==> config.mk <==
export PLATFORM = sky130hd
export DESIGN_NAME = count_sequencer_flat
export DESIGN_NICKNAME = d
export VERILOG_FILES = /design/src/rtl/count_seq_if.sv /design/src/rtl/count_sequencer.sv /design/src/flat_wrapper.sv
export SDC_FILE = /design/constraint.sdc
export NUM_CORES = 1
export LEC_CHECK = 0
export ABC_AREA = 1
export CAP_MARGIN = 20
export CORE_ASPECT_RATIO = 0.9
export CORE_MARGIN = 2
export CORE_UTILIZATION = 28
export CTS_CLUSTER_DIAMETER = 150
export CTS_CLUSTER_SIZE = 8
export DETAILED_ROUTE_END_ITERATION = 6
export SLEW_MARGIN = 20
export SYNTH_ARGS = -nofsm -noshare
export SYNTH_HDL_FRONTEND = slang
export SYNTH_SLANG_ARGS = --single-unit
==> constraint.sdc <==
create_clock -name clk -period 6.9 [get_ports clk]
set_input_delay 1.38 -clock clk [delete_from_list [all_inputs] [get_ports clk]]
set_output_delay 1.38 -clock clk [all_outputs]
set_load 0.02 [all_outputs]
==> src/rtl/count_seq_if.sv <==
// Run-control bundle between a requester and the count sequencer.
// Carries the run request, the configuration, and the counter and status outputs.
interface count_seq_if #(
    parameter int WIDTH = 4,
    parameter int RPT_W = 4
);
    logic             start;
    logic             pause;
    logic             abort;
    logic [WIDTH-1:0] cfg_start;
    logic [WIDTH-1:0] cfg_limit;
    logic [WIDTH-1:0] cfg_step;
    logic [RPT_W-1:0] cfg_repeat;
    logic [WIDTH-1:0] q;
    logic             busy;
    logic             done;
    logic             cfg_err;
    logic [RPT_W-1:0] pass_cnt;

    modport master (
        output start, pause, abort, cfg_start, cfg_limit, cfg_step, cfg_repeat,
        input  q, busy, done, cfg_err, pass_cnt
    );

    modport slave (
        input  start, pause, abort, cfg_start, cfg_limit, cfg_step, cfg_repeat,
        output q, busy, done, cfg_err, pass_cnt
    );
endinterface

==> src/rtl/count_sequencer.sv <==
// Sequences a programmable up-counter: sweeps start..limit by step, repeating
// cfg_repeat extra times, with pause/abort control and busy/done/cfg_err status.
module count_sequencer #(
    parameter int WIDTH = 4,
    parameter int RPT_W = 4
) (
    input  logic        clk,
    input  logic        rst_n,
    count_seq_if.slave  bus
);
    typedef enum logic [1:0] {IDLE, RUN, PAUSE} state_t;

    state_t           state, state_n;
    logic [WIDTH-1:0] q_r, q_n;
    logic [RPT_W-1:0] pc_r, pc_n;
    logic             done_r, done_n;
    logic             err_r, err_n;
    logic             sh_load;
    logic [WIDTH-1:0] start_s, limit_s, step_s;
    logic [RPT_W-1:0] rpt_s;
    logic [WIDTH:0]   sum;
    logic             cfg_bad;

    // One extra bit so a limit of all-ones ends the pass instead of wrapping.
    assign sum     = {1'b0, q_r} + {1'b0, step_s};
    assign cfg_bad = (bus.cfg_start > bus.cfg_limit) || (bus.cfg_step == '0);

    always_ff @(posedge clk or negedge rst_n) begin
        if (!rst_n) begin
            state   <= IDLE;
            q_r     <= '0;
            pc_r    <= '0;
            done_r  <= 1'b0;
            err_r   <= 1'b0;
            start_s <= '0;
            limit_s <= '0;
            step_s  <= '0;
            rpt_s   <= '0;
        end else begin
            state  <= state_n;
            q_r    <= q_n;
            pc_r   <= pc_n;
            done_r <= done_n;
            err_r  <= err_n;
            if (sh_load) begin
                start_s <= bus.cfg_start;
                limit_s <= bus.cfg_limit;
                step_s  <= bus.cfg_step;
                rpt_s   <= bus.cfg_repeat;
            end
        end
    end

    always_comb begin
        state_n = state;
        q_n     = q_r;
        pc_n    = pc_r;
        done_n  = 1'b0;
        err_n   = 1'b0;
        sh_load = 1'b0;
        if (bus.abort) begin
            state_n = IDLE;
        end else begin
            case (state)
                IDLE: begin
                    if (bus.start) begin
                        sh_load = 1'b1;
                        if (cfg_bad) begin
                            err_n = 1'b1;
                        end else begin
                            q_n     = bus.cfg_start;
                            pc_n    = '0;
                            state_n = RUN;
                        end
                    end
                end
                RUN: begin
                    if (bus.pause) begin
                        state_n = PAUSE;
                    end else if (sum <= {1'b0, limit_s}) begin
                        q_n = sum[WIDTH-1:0];
                    end else if (pc_r == rpt_s) begin
                        done_n  = 1'b1;
                        state_n = IDLE;
                    end else begin
                        // Next pass starts back-to-back, no idle cycle.
                        pc_n = pc_r + 1'b1;
                        q_n  = start_s;
                    end
                end
                PAUSE: begin
                    if (!bus.pause) state_n = RUN;
                end
                default: state_n = IDLE;
            endcase
        end
    end

    assign bus.q        = q_r;
    assign bus.busy     = (state != IDLE);
    assign bus.done     = done_r;
    assign bus.cfg_err  = err_r;
    assign bus.pass_cnt = pc_r;
endmodule

==> src/flat_wrapper.sv <==
// flat-port wrapper written by rule: the top's interface ports become plain ports
module count_sequencer_flat 
#(
    parameter int WIDTH = 4,
    parameter int RPT_W = 4
)
  (clk, rst_n, bus_start, bus_pause, bus_abort, bus_cfg_start, bus_cfg_limit, bus_cfg_step, bus_cfg_repeat, bus_q, bus_busy, bus_done, bus_cfg_err, bus_pass_cnt);
  count_seq_if #(.WIDTH(WIDTH), .RPT_W(RPT_W)) bus_i ();
  input  logic clk;
  input  logic rst_n;
  input wire logic [$bits(bus_i.start)-1:0] bus_start;
  input wire logic [$bits(bus_i.pause)-1:0] bus_pause;
  input wire logic [$bits(bus_i.abort)-1:0] bus_abort;
  input wire logic [$bits(bus_i.cfg_start)-1:0] bus_cfg_start;
  input wire logic [$bits(bus_i.cfg_limit)-1:0] bus_cfg_limit;
  input wire logic [$bits(bus_i.cfg_step)-1:0] bus_cfg_step;
  input wire logic [$bits(bus_i.cfg_repeat)-1:0] bus_cfg_repeat;
  output wire logic [$bits(bus_i.q)-1:0] bus_q;
  output wire logic [$bits(bus_i.busy)-1:0] bus_busy;
  output wire logic [$bits(bus_i.done)-1:0] bus_done;
  output wire logic [$bits(bus_i.cfg_err)-1:0] bus_cfg_err;
  output wire logic [$bits(bus_i.pass_cnt)-1:0] bus_pass_cnt;
  assign bus_i.start = bus_start;
  assign bus_i.pause = bus_pause;
  assign bus_i.abort = bus_abort;
  assign bus_i.cfg_start = bus_cfg_start;
  assign bus_i.cfg_limit = bus_cfg_limit;
  assign bus_i.cfg_step = bus_cfg_step;
  assign bus_i.cfg_repeat = bus_cfg_repeat;
  assign bus_q = bus_i.q;
  assign bus_busy = bus_i.busy;
  assign bus_done = bus_i.done;
  assign bus_cfg_err = bus_i.cfg_err;
  assign bus_pass_cnt = bus_i.pass_cnt;
  count_sequencer #(.WIDTH(WIDTH), .RPT_W(RPT_W)) u_core (.clk(clk), .rst_n(rst_n), .bus(bus_i));
endmodule
### Word-level counts from Yosys, hierarchy flattened

Index checks and enable logic that the tools add are counted.

| cells by class | value |
|---|---|
| reductions and logical operators | 8 |
| shift-type cells | 0 |
| divide/modulo/power cells | 0 |
| add/sub/neg operators | 2 |
| bitwise operators | 1 |
| multipliers | 0 |
| mux-type cells | 32 |
| magnitude comparators | 2 |
| equality and inequality tests | 14 |

Operators with widths:

| kind | number |
|---|---|
| 4-bit 2-to-1 mux | 10 |
| 4-bit case mux with 2 select lines | 2 |
| 2-bit 2-to-1 mux | 7 |
| 1-bit 2-to-1 mux | 12 |
| 2-bit != test, second input constant | 5 |
| 3-bit != test, second input constant | 3 |
| 7-bit AND reduction | 1 |
| 2-bit case mux with 3 select lines | 1 |
| 6-bit AND reduction | 1 |
| 4-bit by 4-bit adder with 5-bit output | 1 |
| 5-bit by 4-bit less-or-equal comparator with 1-bit output | 1 |
| 5-bit AND reduction | 1 |
| 4-bit by 1-bit adder with 4-bit output, second input constant | 1 |
| 4-bit == test | 1 |
| 4-bit > comparator | 1 |
| 4-bit logical NOT | 1 |
| 4-bit by 3-bit != test with 1-bit output, second input constant | 1 |
| 4-bit != test, second input constant | 1 |
| 2-bit nonzero test | 2 |
| 3-bit by 2-bit != test with 1-bit output, second input constant | 1 |
| 2-bit by 1-bit == test with 1-bit output, second input constant | 1 |
| 2-bit == test, second input constant | 1 |
| 2-bit logical NOT | 1 |
| 1-bit logical OR | 1 |
| 1-bit inverter | 1 |

| word-level totals | value |
|---|---|
| bits in writable memories | 0 |
| logic and storage cells | 68 |
| bits in latches | 0 |
| bits of input ports | 21 |
| bits in registers | 28 |
| bits in read-only memories | 0 |
| output and inout port bits | 11 |
| memories | 0 |

### Logic depth before layout (Yosys ltp)

| logic depth | value |
|---|---|
| depth after elaboration | 6 |
| mapped depth | 17 |

### Worst setup path before layout

Ideal clock, no wire load.

| path | value |
|---|---|
| path kind | input to register |
| start | in bus_cfg_limit[3] |
| end | reg u_core.pc_r[0], in the netlist u_core.bus.pass_cnt[0] |
| stages | 12 |
| data required time | 6,780 ps |
| data arrival time | 2,340 ps |
| setup slack | 4,440 ps |
| setup time | 120 ps |
| buffers on the path | 0 |
| cells stage by stage | inv_1 > ha_1 > nand2_1 > inv_1 > nand2_1 > nand2_1 > nand2_1 > nand2_1 > nand2_1 > nand2_1 > o21ai_1 > nand2_1 |

| between the ends | value |
|---|---|
| cells in the longest elaborated chain, start to end | 4 |

Ends and longest elaborated chain:

| item | line | RTL |
|---|---|---|
| from (decl) | flat_wrapper.sv:15 | `input wire logic [$bits(bus_i.cfg_limit)-1:0] bus_cfg_limit;` |
| 4-bit > comparator | count_sequencer.sv:26 | `assign cfg_bad = (bus.cfg_start > bus.cfg_limit) \|\| (bus.cfg_step == '0);` |
| 1-bit logical OR | count_sequencer.sv:26 |  |
| 2-bit != test (no source line) | n/a |  |
| 7-bit AND reduction (no source line) | n/a |  |
| to (signal assigned) | count_sequencer.sv:42 | `pc_r <= pc_n;` |
| to (decl) | count_sequencer.sv:15 | `logic [RPT_W-1:0] pc_r, pc_n;` |

Every way passes these cells.
A chain may end at the register's enable or synchronous reset.

### Worst setup path in the final report

| path | value |
|---|---|
| start | reg u_core.state[1] |
| end | out bus_busy |

| between the ends | value |
|---|---|
| cells in the longest elaborated chain, start to end | 1 |

Ends and longest elaborated chain:

| item | line | RTL |
|---|---|---|
| from (decl) | count_sequencer.sv:13 | `state_t state, state_n;` |
| from (signal assigned) | count_sequencer.sv:40 | `state <= state_n;` |
| 2-bit nonzero test | count_sequencer.sv:100 | `assign bus.busy = (state != IDLE);` |
| to (decl) | flat_wrapper.sv:19 | `output wire logic [$bits(bus_i.busy)-1:0] bus_busy;` |

Every way passes these cells.

==> flow_summary.toml <==
[run_status]
status = "finished, final reports clean"

[placement]
io_buffers = 31
hpwl_mm = 3.05
place_congestion = 0.834
dpl_cell_area_um2 = 2220

[cells_and_area]
antenna_cells = 0
final_area_um2 = 2280
nets = 294
syn2layout_area_growth_pct = 25.4
final_cell_mix = "nand2_1, inv_1, clkdlybuf4s50_1"
mostFrequentLayoutCell = "nand2_1"
drive_gt1_frac = 0.116

[setup_path]
cp_max_fo = 4
critPathLaunchType = "flop"
r2r_cells = 17
critPathLaunch = "u_core.state[1]$_DFFE_PN0P_"
reg2reg_to = "u_core.bus.q[1]$_DFFE_PN0P_"
worstSetupEndpointType = "primary output"
rrSetupSlack_ps = 4370
path_class = "reg2out"
r2r_start = "u_core.bus.q[0]$_DFFE_PN0P_"
endpoint = "bus_busy"
critPathArrivalTime_ps = 1540
critPathRequiredTime_ps = 5520

[global_route]
grt_max_degree = 29
grt_pass1_wl_mm = 6.71
grt_pass1_vias = 1443
antenna_found_initial = 0
gr-total-overflow = 0
grtUsageTotal = 0.120

[timing]
fin_tns_setup_ps = 0
rsz0062_at_grt = "no"
finalSetupViolCount = 0
final-hold-violation-count = 0
worstMarginPinSlew_ps = 367
fin_crit_ps = 2920
maxSlewViolCount = 0
fmax_mhz = 343
maxSlewHeadroom = 0.755
clock_skew_ps = 1.50
timing.final.crit_share = 0.423

[floorplan]
io-pin-count = 32
rows = 27
start_util = 0.294
die_area_um2 = 7150
fp.dieH_um = 80.4
die_w_um = 88.9
coreArea_um2 = 6180

[clock_network]
clock-sinks = 28
hold_buffers = 0
cts_tree = "built"
clkLatencyLatePin_ps = 270
path_clk_slew_ps = 100
cts_setup_buffers = 0
ctsRootBufferMaster = "clkbuf_8"
ctsResizeCount = 0
cts_made_buffers = 3
h-tree-depth = 1
clock_path_buffers = 2

[worst_hold_path]
hold_path.class = "reg2reg"

[logic_synthesis]
netlist_instances = 225
yosysTopAreaCell = "dfrtp_1"
ys_seq_area_frac = 0.386
synth_cell_types = 26
syn-num-nets = 260
synth_top_area_frac = 0.386
synth-seq-cells = 28
synth_area_leaders = "dfrtp_1, nand2_1, ha_1, inv_1, nand3_1"
syn_avg_cell_area_um2 = 8.07
synth_warnings = 0
syn_area_um2 = 1820

[power_and_ir_drop]
p_per_area_nw_per_um2 = 385
cellLeakagePower_nw = 1.18
ir_drop_mv = 0.139

[route]
via_per_inst = 4.28
routed-via-count = 1477
wl_mm = 3.91
dr.pass1.iters = 4
drt_iter0_drc = 55
ant_nets = 0
drc = 0
wl_per_cell_um = 11.3

[run]
max_cap_violations = 0
synthesized netlist by cell type, drive strengths merged:
cell type	number
inv	40
a21oi	8
nand3	22
ha	13
nand3b	1
buf	3
dfrtp	28
nor2	13
mux2	5
nand2	65
o21ai	16
xor2	5
nor3	2
fa	1
nand4	3
metal layers:
metal  GRT usage  wire length (um)  part of all wire
met2       0.180              1680              0.43
met5           0                 0                 0
met3      0.0195               149             0.038
met1       0.174              2030              0.52
met4      0.0364                56             0.014
area by class of cell:
cell class / count / area, um2
multi-input combinational: 154 / 941
tap: 87 / 109
inverter: 40 / 153
fill: 666 / 3910
clock buffer: 4 / 55.1
timing repair buffer: 32 / 318
sequential: 28 / 701
power breakdown:
group	switching, mW	internal (mW)
sequential	0.0506	0.217
combinational	0.299	0.207
clock	0.0522	0.0511
total	0.402	0.475
stage by stage:
stage | power (mW) | cells | hold slack (ps) | setup WS, ps | util
final | 0.877 | 345 | 504 | 3980 | 0.368
after global routing | 0.969 | 345 | 544 | 3870 | 0.368
after CTS | 0.888 | 345 | 508 | 3970 | 0.368
after detailed placement | 0.781 | 341 | 483 | 3760 | 0.359
after global placement | 0.770 | 341 | 477 | 3810 | 0.359
after floorplan | 0.641 | 225 | 459 | 4440 | -
flip-flops by register name (all words and copies together) (netlist names):
name / count
u_core.state: 2
u_core.bus.cfg_err: 1
u_core.rpt_s: 4
u_core.step_s: 4
u_core.start_s: 4
u_core.limit_s: 4
u_core.bus.done: 1
u_core.bus.pass_cnt: 4
u_core.bus.q: 4
cells by family (layout without fill, tap and decap cells):
| kind of cell | after synthesis | count (layout) | synth area share |
|---|---|---|---|
| fa+ha+maj | 14 | 14 | 0.101 |
| compound gates | 24 | 24 | 0.0724 |
| flops | 28 | 28 | 0.386 |
| buf+inv | 43 | 76 | 0.0958 |
| xor+xnor | 5 | 5 | 0.0241 |
| simple gates | 106 | 106 | 0.290 |
| mux | 5 | 5 | 0.0310 |
critical path: stages (launching register included):
cell             delay, ps
dfrtp_1                490
nor2_4                  70
inv_1                   90
clkdlybuf4s50_1        610
worst min path at each step:
stage / startpoint / end / slack (ps) / cells after the start
after floorplan: u_core.limit_s[1]$_DFFE_PN0P_ / u_core.limit_s[1]$_DFFE_PN0P_ / 460 / 2
after global placement: u_core.limit_s[2]$_DFFE_PN0P_ / u_core.limit_s[2]$_DFFE_PN0P_ / 480 / 2
after detailed placement: u_core.limit_s[2]$_DFFE_PN0P_ / u_core.limit_s[2]$_DFFE_PN0P_ / 480 / 2
after CTS: u_core.limit_s[2]$_DFFE_PN0P_ / u_core.limit_s[2]$_DFFE_PN0P_ / 510 / 2
after global routing: u_core.limit_s[1]$_DFFE_PN0P_ / u_core.limit_s[1]$_DFFE_PN0P_ / 540 / 2
final: u_core.limit_s[2]$_DFFE_PN0P_ / u_core.limit_s[2]$_DFFE_PN0P_ / 500 / 2
No activity file was read; power rests on OpenSTA's default activity.
